[config.mk]
export PLATFORM = sky130hd
export DESIGN_NAME = matrix_op_sequencer
export DESIGN_NICKNAME = d
export VERILOG_FILES = /design/src/rtl/matrix_pkg.sv /design/src/rtl/matrix_elem_counter.sv /design/src/rtl/matrix_op_sequencer.sv
export SDC_FILE = /design/constraint.sdc
export NUM_CORES = 1
export LEC_CHECK = 0
export BUFFER_PORTS_ARGS = -buffer_cell sky130_fd_sc_hd__buf_2
export CELL_PAD_IN_SITES_DETAIL_PLACEMENT = 0
export CELL_PAD_IN_SITES_GLOBAL_PLACEMENT = 2
export CORE_MARGIN = 4
export CORE_UTILIZATION = 35
export DETAILED_ROUTE_END_ITERATION = 16
export GPL_TIMING_DRIVEN = 0
export PLACE_DENSITY_LB_ADDON = 0.15
export SLEW_MARGIN = 20
export SYNTH_ARGS = -nofsm -noshare
export SYNTH_HDL_FRONTEND = slang
export SYNTH_SLANG_ARGS = --single-unit
[constraint.sdc]
create_clock -name clk -period 6 [get_ports clk]
set_clock_uncertainty 0.15 [all_clocks]
set_input_delay 0.6 -clock clk [delete_from_list [all_inputs] [get_ports clk]]
set_output_delay 0.6 -clock clk [all_outputs]
set_load 0.005 [all_outputs]
[src/rtl/matrix_pkg.sv]
// Shared types and constants for the matrix ALU sequencer.
package matrix_pkg;

   localparam int ELEM_W    = 16;
   localparam int MAX_DIM   = 5;
   localparam int NUM_SLOTS = 3;

   // The only 2-bit slot index that does not name a real slot.
   localparam logic [1:0] BAD_SLOT = 2'(NUM_SLOTS);

   typedef enum logic [1:0] {
      OP_ADD       = 2'd0,
      OP_SCALE     = 2'd1,
      OP_TRANSPOSE = 2'd2,
      OP_RSVD      = 2'd3
   } op_e;

   typedef enum logic [2:0] {
      ERR_NONE     = 3'd0,
      ERR_SLOT     = 3'd1,
      ERR_DIMS     = 3'd2,
      ERR_MISMATCH = 3'd3,
      ERR_ALIAS    = 3'd4,
      ERR_OP       = 3'd5
   } err_e;

   typedef enum logic [3:0] {
      ST_IDLE, ST_LD_A, ST_LD_B, ST_CHECK,
      ST_RD_A, ST_RD_B, ST_WR, ST_DIM_WR, ST_DONE
   } state_e;

   // A dimension is usable when it is between 1 and MAX_DIM.
   function automatic logic dim_ok(input logic [2:0] d);
      return (d != 3'd0) && (d <= 3'(MAX_DIM));
   endfunction

endpackage

[src/rtl/matrix_elem_counter.sv]
// Row-major (row, col) iterator over an m x n matrix.
module matrix_elem_counter (
   input  logic       clk,
   input  logic       rst_n,
   input  logic       clr,
   input  logic       inc,
   input  logic [2:0] m,
   input  logic [2:0] n,
   output logic [2:0] row,
   output logic [2:0] col,
   output logic       last
);

   logic [2:0] row_q, row_d;
   logic [2:0] col_q, col_d;

   assign row  = row_q;
   assign col  = col_q;
   assign last = (row_q == m - 3'd1) && (col_q == n - 3'd1);

   // Next position: clear wins, otherwise step col and wrap into the next row.
   always_comb begin
      // NOTE: every variable gets a default first so no path leaves it unassigned (no latch).
      row_d = row_q;
      col_d = col_q;
      if (clr) begin
         row_d = 3'd0;
         col_d = 3'd0;
      end else if (inc) begin
         if (col_q == n - 3'd1) begin
            col_d = 3'd0;
            row_d = row_q + 3'd1;
         end else begin
            col_d = col_q + 3'd1;
         end
      end
   end

   // Position registers.
   always_ff @(posedge clk or negedge rst_n) begin
      // NOTE: non-blocking assignments so every flop samples pre-edge values.
      if (!rst_n) begin
         row_q <= 3'd0;
         col_q <= 3'd0;
      end else begin
         row_q <= row_d;
         col_q <= col_d;
      end
   end

endmodule

[src/rtl/matrix_op_sequencer.sv]
// Sequences one element-wise matrix op (add, scale, transpose) through the memory ALU port.
module matrix_op_sequencer
   import matrix_pkg::*;
#(
   parameter int DW = ELEM_W
) (
   input  logic          clk,
   input  logic          rst_n,
   input  logic          start,
   input  logic [1:0]    op,
   input  logic [1:0]    src_a_slot,
   input  logic [1:0]    src_b_slot,
   input  logic [1:0]    dst_slot,
   input  logic [DW-1:0] scalar,
   output logic          busy,
   output logic          done,
   output logic          err,
   output logic [2:0]    err_code,
   output logic [1:0]    alu_rd_slot,
   output logic [2:0]    alu_rd_row,
   output logic [2:0]    alu_rd_col,
   input  logic [DW-1:0] alu_rd_data,
   input  logic [2:0]    alu_current_m,
   input  logic [2:0]    alu_current_n,
   output logic [1:0]    alu_wr_slot,
   output logic [2:0]    alu_wr_row,
   output logic [2:0]    alu_wr_col,
   output logic [DW-1:0] alu_wr_data,
   output logic          alu_wr_we,
   output logic [2:0]    alu_res_m,
   output logic [2:0]    alu_res_n,
   output logic          alu_dim_we
);

   state_e        state_q, state_d;
   op_e           op_q, op_d;
   logic [1:0]    sa_q, sa_d, sb_q, sb_d, sd_q, sd_d;
   logic [DW-1:0] scalar_q, scalar_d, a_q, a_d, b_q, b_d;
   logic [2:0]    m_a_q, m_a_d, n_a_q, n_a_d, m_b_q, m_b_d, n_b_q, n_b_d;
   logic          err_q, err_d;
   err_e          err_code_q, err_code_d, chk_code;
   logic [1:0]    rd_slot_q;
   logic [2:0]    rd_row_q, rd_col_q;
   logic [2:0]    row, col;
   logic          last;
   logic [DW-1:0] scaled;

   matrix_elem_counter u_cnt (
      .clk   (clk),
      .rst_n (rst_n),
      .clr   (state_q == ST_CHECK),
      .inc   (state_q == ST_WR),
      .m     (m_a_q),
      .n     (n_a_q),
      .row   (row),
      .col   (col),
      .last  (last)
   );

   // Command validation, highest-priority fault first.
   always_comb begin
      chk_code = ERR_NONE;
      if (op_q == OP_RSVD)
         chk_code = ERR_OP;
      else if (sa_q == BAD_SLOT || sd_q == BAD_SLOT || (op_q == OP_ADD && sb_q == BAD_SLOT))
         chk_code = ERR_SLOT;
      else if (!dim_ok(m_a_q) || !dim_ok(n_a_q))
         chk_code = ERR_DIMS;
      else if (op_q == OP_ADD && (m_b_q != m_a_q || n_b_q != n_a_q))
         chk_code = ERR_MISMATCH;
      else if (op_q == OP_TRANSPOSE && sd_q == sa_q)
         chk_code = ERR_ALIAS;
   end

   // State register.
   always_ff @(posedge clk or negedge rst_n) begin
      if (!rst_n) state_q <= ST_IDLE;
      else        state_q <= state_d;
   end

   // Next-state logic.
   always_comb begin
      state_d = state_q;
      case (state_q)
         ST_IDLE:   if (start) state_d = ST_LD_A;
         ST_LD_A:   state_d = ST_LD_B;
         ST_LD_B:   state_d = ST_CHECK;
         ST_CHECK:  state_d = (chk_code != ERR_NONE) ? ST_DONE : ST_RD_A;
         ST_RD_A:   state_d = (op_q == OP_ADD) ? ST_RD_B : ST_WR;
         ST_RD_B:   state_d = ST_WR;
         ST_WR:     state_d = last ? ST_DIM_WR : ST_RD_A;
         ST_DIM_WR: state_d = ST_DONE;
         ST_DONE:   state_d = ST_IDLE;
         default:   state_d = ST_IDLE;
      endcase
   end

   // Datapath latches: command at acceptance, dims in the load states, operands in the read states.
   always_comb begin
      op_d       = op_q;
      sa_d       = sa_q;
      sb_d       = sb_q;
      sd_d       = sd_q;
      scalar_d   = scalar_q;
      m_a_d      = m_a_q;
      n_a_d      = n_a_q;
      m_b_d      = m_b_q;
      n_b_d      = n_b_q;
      a_d        = a_q;
      b_d        = b_q;
      err_d      = err_q;
      err_code_d = err_code_q;
      case (state_q)
         ST_IDLE: if (start) begin
            op_d       = op_e'(op);
            sa_d       = src_a_slot;
            sb_d       = src_b_slot;
            sd_d       = dst_slot;
            scalar_d   = scalar;
            err_d      = 1'b0;
            err_code_d = ERR_NONE;
         end
         ST_LD_A: begin
            m_a_d = alu_current_m;
            n_a_d = alu_current_n;
         end
         ST_LD_B: begin
            m_b_d = alu_current_m;
            n_b_d = alu_current_n;
         end
         ST_CHECK: if (chk_code != ERR_NONE) begin
            err_d      = 1'b1;
            err_code_d = chk_code;
         end
         ST_RD_A: a_d = alu_rd_data;
         ST_RD_B: b_d = alu_rd_data;
         default: ;
      endcase
   end

   // Datapath registers; the read-address hold registers track the last driven address.
   always_ff @(posedge clk or negedge rst_n) begin
      if (!rst_n) begin
         op_q       <= OP_ADD;
         sa_q       <= 2'd0;
         sb_q       <= 2'd0;
         sd_q       <= 2'd0;
         scalar_q   <= '0;
         m_a_q      <= 3'd0;
         n_a_q      <= 3'd0;
         m_b_q      <= 3'd0;
         n_b_q      <= 3'd0;
         a_q        <= '0;
         b_q        <= '0;
         err_q      <= 1'b0;
         err_code_q <= ERR_NONE;
         rd_slot_q  <= 2'd0;
         rd_row_q   <= 3'd0;
         rd_col_q   <= 3'd0;
      end else begin
         op_q       <= op_d;
         sa_q       <= sa_d;
         sb_q       <= sb_d;
         sd_q       <= sd_d;
         scalar_q   <= scalar_d;
         m_a_q      <= m_a_d;
         n_a_q      <= n_a_d;
         m_b_q      <= m_b_d;
         n_b_q      <= n_b_d;
         a_q        <= a_d;
         b_q        <= b_d;
         err_q      <= err_d;
         err_code_q <= err_code_d;
         rd_slot_q  <= alu_rd_slot;
         rd_row_q   <= alu_rd_row;
         rd_col_q   <= alu_rd_col;
      end
   end

   assign scaled = a_q * scalar_q;

   // Output decode from the current state.
   always_comb begin
      busy        = (state_q != ST_IDLE);
      done        = (state_q == ST_DONE);
      err         = err_q;
      err_code    = err_code_q;
      alu_rd_slot = rd_slot_q;
      alu_rd_row  = rd_row_q;
      alu_rd_col  = rd_col_q;
      alu_wr_slot = 2'd0;
      alu_wr_row  = 3'd0;
      alu_wr_col  = 3'd0;
      alu_wr_data = '0;
      alu_wr_we   = 1'b0;
      alu_res_m   = 3'd0;
      alu_res_n   = 3'd0;
      alu_dim_we  = 1'b0;
      case (state_q)
         ST_LD_A: alu_rd_slot = sa_q;
         ST_LD_B: alu_rd_slot = sb_q;
         ST_RD_A: begin
            alu_rd_slot = sa_q;
            alu_rd_row  = row;
            alu_rd_col  = col;
         end
         ST_RD_B: begin
            alu_rd_slot = sb_q;
            alu_rd_row  = row;
            alu_rd_col  = col;
         end
         ST_WR: begin
            alu_wr_we   = 1'b1;
            alu_wr_slot = sd_q;
            alu_wr_row  = (op_q == OP_TRANSPOSE) ? col : row;
            alu_wr_col  = (op_q == OP_TRANSPOSE) ? row : col;
            case (op_q)
               OP_ADD:   alu_wr_data = a_q + b_q;
               OP_SCALE: alu_wr_data = scaled;
               default:  alu_wr_data = a_q;
            endcase
         end
         ST_DIM_WR: begin
            alu_dim_we  = 1'b1;
            alu_wr_slot = sd_q;
            alu_res_m   = (op_q == OP_TRANSPOSE) ? n_a_q : m_a_q;
            alu_res_n   = (op_q == OP_TRANSPOSE) ? m_a_q : n_a_q;
         end
         default: ;
      endcase
   end

endmodule

==> results.md <==
* Status: finished with violations
* Failing checks: setup timing
* Final Hold Viols at 0
* Number of antenna violations at the first check in global routing at 2
* First-pass GRT wire length at 42.17 mm
* Final worst setup slack at -0.7855 ns
* Core box area at 25400 um2
* Final core occ at 43.15%
* Vias in the first global route at 7246
* WP data arrival at 6.04 ns
* RSZ-0062 raised after global routing: yes
* Largest family of logic cells by synthesized area: adder cells
* Reg2reg start: state_q[3]
* Worst hold start: scalar[14]
* Total CTS buffers at 9
* # DRC at 0
* Post-Synth Adder-Cell Area at 27.36%
* Nets at 1319
* Tmin final at 6.786 ns
* GRT Total Usage at 19.04%
* Routed WL per cell at 18.72 um
* Met1 wire length at 12.37 mm
* Compound-Gate Fraction of Synth Area at 8.486%
* Design area at 10960 um2
* Critical path's top delay family: adder cells
* Met3 routed WL at 697 um
* Critical Path RT at 5.25 ns
* Synth warn at 0
* Storage element area at 2275 um2
* # diodes at 0
* Reg-to-reg slack, setup at 3.28 ns
* Clk Latency, worst-skew pair at 0.35 ns
* Max incr delay on CP at 0.54 ns
* Syn nets at 1179
* FMAX at 147.4 MHz
* Layout filler cell count at 2627
* # Max-Cap Violations at 0
* Hold Crit Class: in2reg
* DR top layer: met5
* Dpl cell area at 10050 um2
* Layout cell share with drive strength beyond 1 at 24.73%
* Synth-to-layout area growth at 20.10%
* Ys flop type: dfrtp_1
* Relative slew slack at 30.90%
* Gate Count Post-Synth at 979
* Asr flop ratio synth at 100.0%
* Slowest CP cell: fa_1
* Endpoints failing setup at 6
* H-tree levels at 3
* Die Y at 169.5 um
* Hold endpoint: scalar_q[14]
* Sequential cell area fraction in the yosys report at 24.68%
* Post-Syn Area at 9126 um2
* Cell Rows at 58
* Bufs on Longest Clock Path at 2
* DP HPWL at 20.88 mm
* Hold Crit Depth at 2
* Grt total ovfl at 0
* Seq cells post-synth at 90
* Syn Area/Cell at 9.322 um2
* Routed wl met2 at 13.87 mm
* CP Class: reg2out
* Worst Max-Slew Pin Slew at 1.029 ns
* Multi-input logic area at 6441 um2
* Routed vias at 7060
* Routed WL at 27.22 mm
* CTS sink cnt at 90
* Period utilisation layout at 113.1%
* Clock root buffer: clkbuf_16
* Count of final max-slew check failures at 0
* Critical path capture point type: output pin
* Pin count of the biggest net entering global routing at 71
* Max FO, Critical Path at 5
* Reg clk slew, reported paths at 0.08 ns
* R2r endpoint: b_q[12]
* Post-route ant nets at 0
* WP buf/inv at 5
* IO Pins at 95
* Vias per inst at 4.856
* Most frequent cells in the layout: nand2_1 (123), inv_1 (120), buf_2 (98)
* Post-synth EDFFs at 0
* Distinct cells, synth at 64
* DIE WIDTH at 169.5 um
* Simple-gate share of the synthesized area at 16.44%
* Hold WS at 0.3029 ns
* Placer Congestion at 0.7795
* Most common cell after layout, fill and taps aside: nand2_1
* XOR/XNOR share of the synthesized area at 6.622%
* Startpoint Class: flop
* CTS tree: yes
* Starting Density at 35.93%
* Mux cell area share after synthesis at 9.131%
* Path depth of the worst reg2reg path at 7
* Port Buffers at 94
* Initial DRC count at 233
* DR pass1 iterations at 4
* Worst path most repeated cell: fa_1
* Worst-path cell chain: clkbuf_8, and2_1, fa_1, inv_1, fa_1, inv_1, fa_1, fa_1, inv_1, fa_1, fa_2, xor2_1, xnor2_1, xnor2_1, xnor2_2, xnor3_2, or4_4, a21oi_4, a2111oi_2, buf_2
* Die ar. at 28720 um2
* Setup TNS at -2.223 ns
-- metrics by stage --
step | std cells | setup WS [ns]
2_1_floorplan | 979 | 0.002326
3_3_place_gp | 1403 | -1.005
3_5_place_dp | 1404 | -0.9864
4_1_cts | 1446 | -0.8801
5_1_grt | 1454 | -1.004
6_report | 1454 | -0.7855
-- cell usage after synthesis (3+ instances only) --
library cell | number | area share [%]
mux2_1 | 41 | 5.1
xnor2_2 | 4 | 0.71
and3_1 | 5 | 0.34
o31ai_1 | 4 | 0.33
o21a_1 | 4 | 0.33
nand2_2 | 3 | 0.21
nor2b_1 | 4 | 0.27
nand2_1 | 125 | 5.1
nor4_1 | 3 | 0.21
nor3_1 | 14 | 0.77
xor2_1 | 19 | 1.8
inv_1 | 125 | 5.1
a21oi_1 | 53 | 2.9
or2_1 | 5 | 0.34
ha_1 | 70 | 9.6
xnor2_1 | 40 | 3.8
nor4b_1 | 3 | 0.29
o21ai_0 | 16 | 0.88
nor2_1 | 43 | 1.8
nand2b_1 | 6 | 0.41
dfrtp_1 | 90 | 25
fa_1 | 81 | 18
a31oi_1 | 4 | 0.27
clkbuf_1 | 33 | 1.4
o21ai_1 | 12 | 0.66
buf_2 | 4 | 0.22
nand3_1 | 11 | 0.60
a211oi_1 | 4 | 0.33
mux2_2 | 25 | 3.1
mux2i_1 | 9 | 0.99
and2_1 | 72 | 4.9
a21o_1 | 6 | 0.49
-- what timing repair did --
action | in CTS | in global routing
gates resized for setup | 97 | 12
gates cloned | 1 | 0
hold buffers | 1 | 0
pin swaps | 34 | 11
setup endpoints to repair | 9 | 7
endpoints found under the hold margin | 20 | 0
buffers inserted | 26 | 10
-- flip-flops by register name, summed over array words and instances (netlist names), 3 cells and up --
name	count
rd_col_q	3
state_q	4
n_b_q	3
err_code	3
u_cnt.row	3
a_q	16
m_a_q	3
scalar_q	16
u_cnt.col	3
b_q	16
rd_row_q	3
n_a_q	3
m_b_q	3
-- cell families after synthesis --
family                   Yosys count
flip-flops                        90
AND/OR/NAND/NOR                  307
AO/OA/AOI/OAI                    123
adder cells (fa/ha/maj)          151
XOR/XNOR                          64
multiplexers                      75
buffers and inverters            169
-- worst max path at each step --
stage	from	slack, ns	end	depth (start not counted)
2_1_floorplan	scalar_q[4]	0.002	alu_wr_data[15]	19
3_3_place_gp	a_q[6]	-1.00	alu_wr_data[15]	20
3_5_place_dp	a_q[6]	-0.99	alu_wr_data[15]	20
4_1_cts	scalar_q[2]	-0.88	alu_wr_data[15]	20
5_1_grt	scalar_q[2]	-1.00	alu_wr_data[15]	20
6_report	scalar_q[2]	-0.79	alu_wr_data[15]	20
-- routing by layer --
| metal | vias up | GRT usage (%) |
|---|---|---|
| li1 | 3454 | - |
| met3 | 15 | 2.236 |
| met5 | - | 0 |
| met4 | 4 | 2.520 |
| met2 | 86 | 33.55 |
| met1 | 3501 | 25.97 |
-- final cells by class --
cell class,count,share of cell area (%)
Buffer,39,2.409
Clock buffer,9,2.055
Clock inverter,7,0.6621
Inverter,126,4.315
Multi-Input combinational cell,720,58.77
Sequential cell,90,20.75
Tap cell,330,3.767
Timing Repair Buffer,133,7.272
Power is left out: the tool's default activity adds up to more than one toggle a clock period on the data nets, which glitch-free logic cannot reach.
